[src/rtl/sw_pkg.sv]
// Shared definitions for the packet switch: flit type encoding, field positions
// and default port/flit sizes.
package sw_pkg;

    typedef enum logic [1:0] {
        FT_EMPTY = 2'b00,
        FT_HEAD  = 2'b01,
        FT_BODY  = 2'b10,
        FT_TAIL  = 2'b11
    } flit_type_t;

    localparam logic ASSERT = 1'b1;
    localparam logic NEGATE = 1'b0;

    // Type field occupies the top TYPE_W bits; HEAD destination sits at DST_LSB.
    localparam int TYPE_W  = 2;
    localparam int DST_LSB = 0;

    localparam int DEF_N_PORT = 4;
    localparam int DEF_PKTW   = 10;

endpackage

[src/rtl/rr_arb.sv]
// N-way round-robin arbiter: scans from ptr+1 upward (mod N_PORT) and returns a
// one-hot grant for the first active request while en is high.
module rr_arb
    import sw_pkg::*;
#(
    parameter  int N_PORT = DEF_N_PORT,
    localparam int DSTW   = $clog2(N_PORT)
) (
    input  logic [N_PORT-1:0] req,
    input  logic [DSTW-1:0]   ptr,
    input  logic              en,
    output logic [N_PORT-1:0] gnt
);

    logic            found;
    logic [DSTW-1:0] idx;

    // N_PORT is a power of two, so DSTW-bit wrap-around gives the modulo scan.
    always_comb begin
        gnt   = '0;
        found = NEGATE;
        idx   = '0;
        for (int unsigned k = 1; k <= N_PORT; k++) begin
            idx = ptr + DSTW'(k);
            if (en && !found && req[idx]) begin
                gnt[idx] = ASSERT;
                found    = ASSERT;
            end
        end
    end

endmodule

[src/rtl/cb_rr.sv]
// Wormhole crossbar: per-output round-robin arbitration with head-to-tail lock
// and a registered, back-pressurable output flit per port.
module cb_rr
    import sw_pkg::*;
#(
    parameter int N_PORT = DEF_N_PORT,
    parameter int PKTW   = DEF_PKTW
) (
    input  logic                   clk,
    input  logic                   rst,
    input  logic [N_PORT*PKTW-1:0] in_pkt,
    output logic [N_PORT-1:0]      in_ack,
    output logic [N_PORT*PKTW-1:0] out_pkt,
    input  logic [N_PORT-1:0]      out_rdy
);

    localparam int DSTW = $clog2(N_PORT);

    localparam logic ST_IDLE = 1'b0;
    localparam logic ST_LOCK = 1'b1;

    logic [PKTW-1:0]   flit  [N_PORT];
    flit_type_t        ftype [N_PORT];
    logic [DSTW-1:0]   fdst  [N_PORT];
    logic [N_PORT-1:0] owns;
    logic [N_PORT-1:0] acc;
    logic [N_PORT-1:0] req   [N_PORT];
    logic [N_PORT-1:0] gnt   [N_PORT];

    logic              st_q    [N_PORT];
    logic              st_d    [N_PORT];
    logic [DSTW-1:0]   owner_q [N_PORT];
    logic [DSTW-1:0]   owner_d [N_PORT];
    logic [DSTW-1:0]   ptr_q   [N_PORT];
    logic [DSTW-1:0]   ptr_d   [N_PORT];
    logic [PKTW-1:0]   opkt_q  [N_PORT];
    logic [PKTW-1:0]   opkt_d  [N_PORT];

    logic [PKTW-1:0]   sel_flit;
    logic [DSTW-1:0]   sel_idx;

    always_comb begin
        owns = '0;
        for (int unsigned i = 0; i < N_PORT; i++) begin
            flit[i]  = in_pkt[i*PKTW +: PKTW];
            ftype[i] = flit_type_t'(flit[i][PKTW-1 -: TYPE_W]);
            fdst[i]  = flit[i][DST_LSB +: DSTW];
        end
        for (int unsigned j = 0; j < N_PORT; j++) begin
            if (st_q[j] == ST_LOCK) owns[owner_q[j]] = ASSERT;
        end
    end

    // A lock-holding input may not open a second packet; non-owners never stream.
    always_comb begin
        for (int unsigned j = 0; j < N_PORT; j++) begin
            req[j] = '0;
            acc[j] = out_rdy[j] | (flit_type_t'(opkt_q[j][PKTW-1 -: TYPE_W]) == FT_EMPTY);
            for (int unsigned i = 0; i < N_PORT; i++) begin
                if (st_q[j] == ST_IDLE)
                    req[j][i] = (ftype[i] == FT_HEAD) && (fdst[i] == DSTW'(j)) && !owns[i];
                else
                    req[j][i] = (owner_q[j] == DSTW'(i)) &&
                                ((ftype[i] == FT_BODY) || (ftype[i] == FT_TAIL));
            end
        end
    end

    for (genvar j = 0; j < N_PORT; j++) begin : g_arb
        rr_arb #(.N_PORT(N_PORT)) u_arb (
            .req (req[j]),
            .ptr (ptr_q[j]),
            .en  (acc[j]),
            .gnt (gnt[j])
        );
        assign out_pkt[j*PKTW +: PKTW] = opkt_q[j];
    end

    always_comb begin
        in_ack = '0;
        for (int unsigned j = 0; j < N_PORT; j++) in_ack = in_ack | gnt[j];
        if (rst) in_ack = '0;
    end

    always_comb begin
        sel_flit = '0;
        sel_idx  = '0;
        for (int unsigned j = 0; j < N_PORT; j++) begin
            st_d[j]    = st_q[j];
            owner_d[j] = owner_q[j];
            ptr_d[j]   = ptr_q[j];
            opkt_d[j]  = opkt_q[j];
            sel_flit   = '0;
            sel_idx    = '0;
            for (int unsigned i = 0; i < N_PORT; i++) begin
                if (gnt[j][i]) begin
                    sel_flit = sel_flit | flit[i];
                    sel_idx  = sel_idx | DSTW'(i);
                end
            end
            if (|gnt[j]) begin
                opkt_d[j] = sel_flit;
                case (flit_type_t'(sel_flit[PKTW-1 -: TYPE_W]))
                    FT_HEAD: begin
                        st_d[j]    = ST_LOCK;
                        owner_d[j] = sel_idx;
                    end
                    FT_TAIL: begin
                        st_d[j]  = ST_IDLE;
                        ptr_d[j] = owner_q[j];
                    end
                    default: ;
                endcase
            end else if (out_rdy[j]) begin
                opkt_d[j] = '0;
            end
        end
    end

    always_ff @(posedge clk) begin
        for (int unsigned j = 0; j < N_PORT; j++) begin
            if (rst) begin
                st_q[j]    <= ST_IDLE;
                owner_q[j] <= '0;
                ptr_q[j]   <= DSTW'(N_PORT-1);
                opkt_q[j]  <= '0;
            end else begin
                st_q[j]    <= st_d[j];
                owner_q[j] <= owner_d[j];
                ptr_q[j]   <= ptr_d[j];
                opkt_q[j]  <= opkt_d[j];
            end
        end
    end

endmodule

[config.mk]
export PLATFORM = sky130hd
export DESIGN_NAME = cb_rr
export DESIGN_NICKNAME = d
export VERILOG_FILES = /design/src/rtl/sw_pkg.sv /design/src/rtl/rr_arb.sv /design/src/rtl/cb_rr.sv
export SDC_FILE = /design/constraint.sdc
export NUM_CORES = 1
export LEC_CHECK = 0
export BUFFER_PORTS_ARGS = -buffer_cell sky130_fd_sc_hd__buf_2
export CELL_PAD_IN_SITES_DETAIL_PLACEMENT = 1
export CELL_PAD_IN_SITES_GLOBAL_PLACEMENT = 1
export CORE_MARGIN = 2
export CORE_UTILIZATION = 43
export DETAILED_ROUTE_END_ITERATION = 8
export GPL_TIMING_DRIVEN = 0
export PLACE_DENSITY = 0.87
export SYNTH_ARGS = -nofsm -noshare
export SYNTH_HDL_FRONTEND = slang
export SYNTH_HIERARCHICAL = 1
export SYNTH_SLANG_ARGS = --single-unit
[constraint.sdc]
create_clock -name clk -period 4.45 [get_ports clk]
set_input_delay 0.2225 -clock clk [delete_from_list [all_inputs] [get_ports clk]]
set_output_delay 0.2225 -clock clk [all_outputs]
set_load 0.02 [all_outputs]
* Word level (Yosys, flattened, before mapping)
Memories as Yosys holds them, arrays and structs flattened.
Cells that the tools add are included.
** Word-level totals
- Bits in read-only memories :: 0
- RAM bits :: 60
- Memories kept :: 4
- Bits in latches :: 0
- Word-level logic and storage cells :: 482
- Bits in registers :: 0
** Cells by class
- $lt $le $gt $ge :: 40
- Add/subtract/negate cells :: 12
- Muxes and demuxes :: 200
- Eq/ne operators :: 44
- Bitwise gates (word level) :: 50
- Reductions and logical operators :: 132
- Divide/modulo/power cells :: 0
- Shifts and indexed selects :: 0
- Multipliers :: 0
** Memories
- opkt_q :: words 4, bits a word 10, rd ports 4, clocked after memory_dff 0, wr ports 4, line cb_rr.sv:36 : logic [PKTW-1:0] opkt_q [N_PORT];
- owner_q :: words 4, bits a word 2, rd ports 4, clocked after memory_dff 0, wr ports 4, line cb_rr.sv:32 : logic [DSTW-1:0] owner_q [N_PORT];
- ptr_q :: words 4, bits a word 2, rd ports 4, clocked after memory_dff 0, wr ports 4, line cb_rr.sv:34 : logic [DSTW-1:0] ptr_q [N_PORT];
- st_q :: words 4, bits a word 1, rd ports 4, clocked after memory_dff 0, wr ports 4, line cb_rr.sv:30 : logic st_q [N_PORT];
** Operators by type and width (number)
- two-way mux 10 bit :: 28
- bitwise OR 10 bit :: 12
- logical AND 1 bit :: 96
- two-way mux 4 bit :: 21
- two-way mux 1 bit :: 79
- bitwise OR 4 bit :: 18
- two-way mux 2 bit :: 32
- less-than comparator 2 x 3 -> 1 bit, second input constant :: 20
- equality test 2 bit, second input constant :: 28
- demux 1 bit (select 2 bit) :: 20
- >= comparator 2 x 1 -> 1 bit, second input constant :: 20
- binary-select mux 1 bit (select 2 bit) :: 16
- equality test 2 x 1 -> 1 bit, second input constant :: 16
- logical NOT 2 bit :: 12
- bitwise OR 1 bit :: 20
- adder 2 bit, second input constant :: 8
- logical NOT 1 bit :: 16
- OR reduction 4 bit :: 4
- adder 2 x 1 -> 2 bit, second input constant :: 4
- one-hot mux 1 bit (2 select lines) :: 4
- logical OR 1 bit :: 4

* Longest topological paths before layout
- Depth after elaboration :: 41
- Depth in mapped cells :: 12
- Mapped depth without buffers :: 10

* By module
The synthesis kept the hierarchy.
** By module, submodules not included
- cb_rr :: cells an instance 420, times used 1, area an instance 3646.0 um^2
- rr_arb at g_arb[1].u_arb ... :: cells an instance 52, times used 3, area an instance 419.2 um^2
- rr_arb at g_arb[0].u_arb :: cells an instance 52, times used 1, area an instance 411.6 um^2

* Worst setup path before layout
Ideal clock, no wire load.
- Path type :: register to output
- Start point :: memory st_q[3][0] (netlist: st_q[1][1])
- End point :: output port in_ack[3]
- Cell stages (with the launch flop) :: 11
- Slack :: 0.978 ns
- Data arrival time :: 3.249 ns
- Required time :: 4.228 ns
- Cell sequence :: dfxtp_1 > clkbuf_1 > nor3b_1 > nor4_1 > a32o_1 > mux4_2 > a2111o_1 > o221ai_1 > clkbuf_1 > nor4_1 > nor2_1
** RTL lines
- start, declared :: line cb_rr.sv:30
- end, declared :: line cb_rr.sv:12 : output logic [N_PORT-1:0] in_ack,

==> metrics.txt <==
number of max-cap violations=0; final wirelength=22.1 mm; total power=approximately 0.0026 W; Placer Congestion=0.950; CTS Buf Count=9; clock power share=0.267; Power Dens Cells=419 nW/um^2; Flop pwr share=0.273; initial antenna violation count=0; CTS H-Tree Depth=3; worst-path cell chain=clkbuf_1 -> nor3b_1 -> nor3_1 -> a32o_1 -> mux4_2 -> a2111oi_4 -> a221o_2 -> clkbuf_2 -> nor4_1 -> nor2_1 -> buf_2; min-delay worst type=in2reg; status=finished clean; family with the most delay on the worst path=compound AO/OA/AOI/OAI gates; data required time of the worst path=roughly 4200 ps; VDD IR max=roughly 0.00023 V; r2r endpoint=ptr_q[0][0]; switching share of power=0.429; worst r2r src=st_q[1][1]; final cycle utilization of the critical path=0.953; critical path type=reg2out; synth top area cells=dfxtp_1, a22oi_1, nand3b_1; Resize count post-CTS=3; EDFF count, synth=0; Post-CTS Setup Bufs=0; Layout Cells excl Fill=a little under 900; Arr. time, crit path=between 4000 and 5000 ps; register area share after synthesis=0.226; # diodes=0; DR WL/cell=24.9 um; First-pass DRT Iterations=8; slowest stage delay, CP=560 ps; Seq cells post-synth=60; Ports=90; worst hold path cell count=3; largest net degree at the start of global routing=11; cell-internal power=around 0.0015 W; Slew Limit Fails=0; Mapped Nets=around 700; Leak Pwr=2.42 nW; Starting Density=0.441; die area=between 10000 and 15000 um^2; post-route ant nets=0; Final setup viols=0; die width=roughly 120 um; Synth area leader=dfxtp_1; clock insertion delay at the later pin of the skew report=between 300 and 400 ps; Slew @ Worst Pin=850 ps; Max clock buf depth=2; design area=roughly 6300 um^2; Synth-to-Final Area Change=17.9%; drc violations=0; HPWL after detailed placement=roughly 16 mm; ratio of routed vias to standard cells=6.97; Mapped Avg Cell Area=between 8 and 9 um^2; Hold Crit Start=out_rdy[3]; CTS root buf=clkbuf_16; vias post-DR=between 6000 and 7000; Gate power share=0.460; Crit Path Max Fanout=10; share of the synthesized area in the top cell type=0.226; Worst Hold Slack=about 210 ps; CTS tree=yes; RSZ-0062 raised after global routing=true; Syn Std Cell Area=roughly 5300 um^2; Synth Flop Type=dfxtp_1; Post-Syn Instances=628; first-pass GRT wire length=around 34 mm; Starting DRT DRC Count=653; number of global-route vias before repair=approximately 6300; reg-to-reg setup timing slack=roughly 330 ps; layout cell share with drive strength beyond 1=0.215; Slew headroom=0.433; total global routing overflow=0; gr usage total=0.329; Nets=a little under 800; Hold Crit Endpoint=opkt_q[1][19]; post-placement cell count=875; Worst-path clk slew=~50 ps; post-synth cell types=50; Hold Vio Cnt, Final=0; CP Launch Type=flop; Die H=roughly 120 um; Synth Warn #=6; Core ar.=between 10000 and 15000 um^2; Setup Skew=approximately 9.9 ps; ys async rst share=0; IO buf count=79; maximum operating frequency=around 240 MHz; Slowest-stage cell, CP=mux4_2; Post-CTS Hold Buffers=0; reg2reg path depth=11; clock sink total=60; Worst setup EP type=primary output; CP bufs+invs=3; Placed Area=between 5000 and 6000 um^2; NetSw=0.00113 W; post-route minimum period=about 4200 ps; Rows=40
[tightest hold or removal path: cells and delay by family]
| kind | cells | cell delay [ps] |
|---|---|---|
| compound gates | 1 | 80 |
| buf+inv | 1 | 90 |
| simple gates | 1 | 100 |
[power by group through the flow]
stage	clock (W)	combinational, W	sequential (W)
after floorplan	0	0.000711	0.000800
after global placement	0	0.00112	0.000715
after detailed placement	0	0.00116	0.000722
after CTS	0.000692	0.00118	0.000714
after global routing	0.000717	0.00129	0.000724
final	0.000701	0.00121	0.000717
[final cells by class]
class / instances / area, um^2
clock buffer: 10 / 239
multi-input combinational: 484 / 3810
tap: 168 / 210
inverter: 36 / 135
sequential: 60 / 1200
clock inverter: 5 / 52.6
timing repair buffer: 79 / 395
buffer: 43 / 219
fill: 1463 / 5800
[registers in the layout (all words and copies together) (netlist names)]
register / flops
ptr_q: 8
owner_q: 8
opkt_q: 40
st_q: 4
[metrics by stage]
step,utilization,worst slack (ps),TNS [ps]
finish,0.520,208,0
global route,0.520,-22.0,-22.0
CTS,0.516,27.0,0
detailed placement,0.491,241,0
global placement,0.491,450,0
floorplan,-,978,0
[worst max path at each step]
stage / from / end / depth (start not counted)
final: st_q[1][1] / in_ack[3] / 11
after CTS: st_q[1][1] / in_ack[3] / 11
after global placement: in_pkt[28] / in_ack[3] / 12
after detailed placement: owner_q[0][2] / in_ack[3] / 11
after floorplan: st_q[1][1] / in_ack[3] / 10
after global routing: st_q[0][0] / in_ack[2] / 12
[Yosys cell counts, types with 3 or more instances]
cell / number
ha_1: 28
a21oi_1: 19
buf_1: 5
a22oi_1: 87
buf_2: 8
o32ai_1: 3
o211ai_1: 4
o221ai_1: 3
and2_0: 4
o21bai_1: 12
nand2b_1: 7
nand3_1: 13
nor4b_1: 6
nand2_1: 22
a2111oi_4: 3
a221oi_1: 4
nand3b_1: 48
nor2_1: 44
nor4_1: 5
nor2b_1: 7
dfxtp_1: 60
buf_6: 5
nand4b_1: 6
a32o_1: 3
a31oi_1: 40
mux4_2: 8
o21ai_0: 9
nor3_1: 3
nor4_4: 4
a22o_1: 9
and3b_1: 4
a32oi_1: 4
a221o_2: 12
mux2i_1: 16
clkbuf_1: 30
or3b_1: 13
o22ai_1: 4
or3_1: 4
clkinv_1: 3
inv_1: 33
nor3b_1: 14
[routing by layer]
layer,part of all wire,global-route usage
met2,0.47,0.543
met5,0,0
met4,0.035,0.143
met3,0.087,0.0638
met1,0.40,0.417
[cells in the final DEF (no fill, tap or decap), types with 9 or more instances in the layout]
cell and n:
nand3_1 13, clkbuf_1 19, nor2_1 44, mux2i_1 16
a31oi_1 40, buf_2 87, nand3b_1 48, or3b_1 13
dfxtp_1 60, a22o_1 9, inv_1 33, nor3b_1 14
a221o_2 12, nand2_1 22, ha_1 28, clkbuf_16 9
a21oi_1 19, a22oi_1 87, o21bai_1 12
[kinds of logic after synthesis]
| family | Yosys count | share of synthesized area |
|---|---|---|
| flip-flops | 60 | 0.226 |
| AO/OA/AOI/OAI | 223 | 0.323 |
| multiplexers | 24 | 0.0640 |
| AND/OR/NAND/NOR | 209 | 0.253 |
| buffers and inverters | 84 | 0.0683 |
| adder cells (fa/ha/maj) | 28 | 0.0659 |
(Power assumes the default switching activity.)
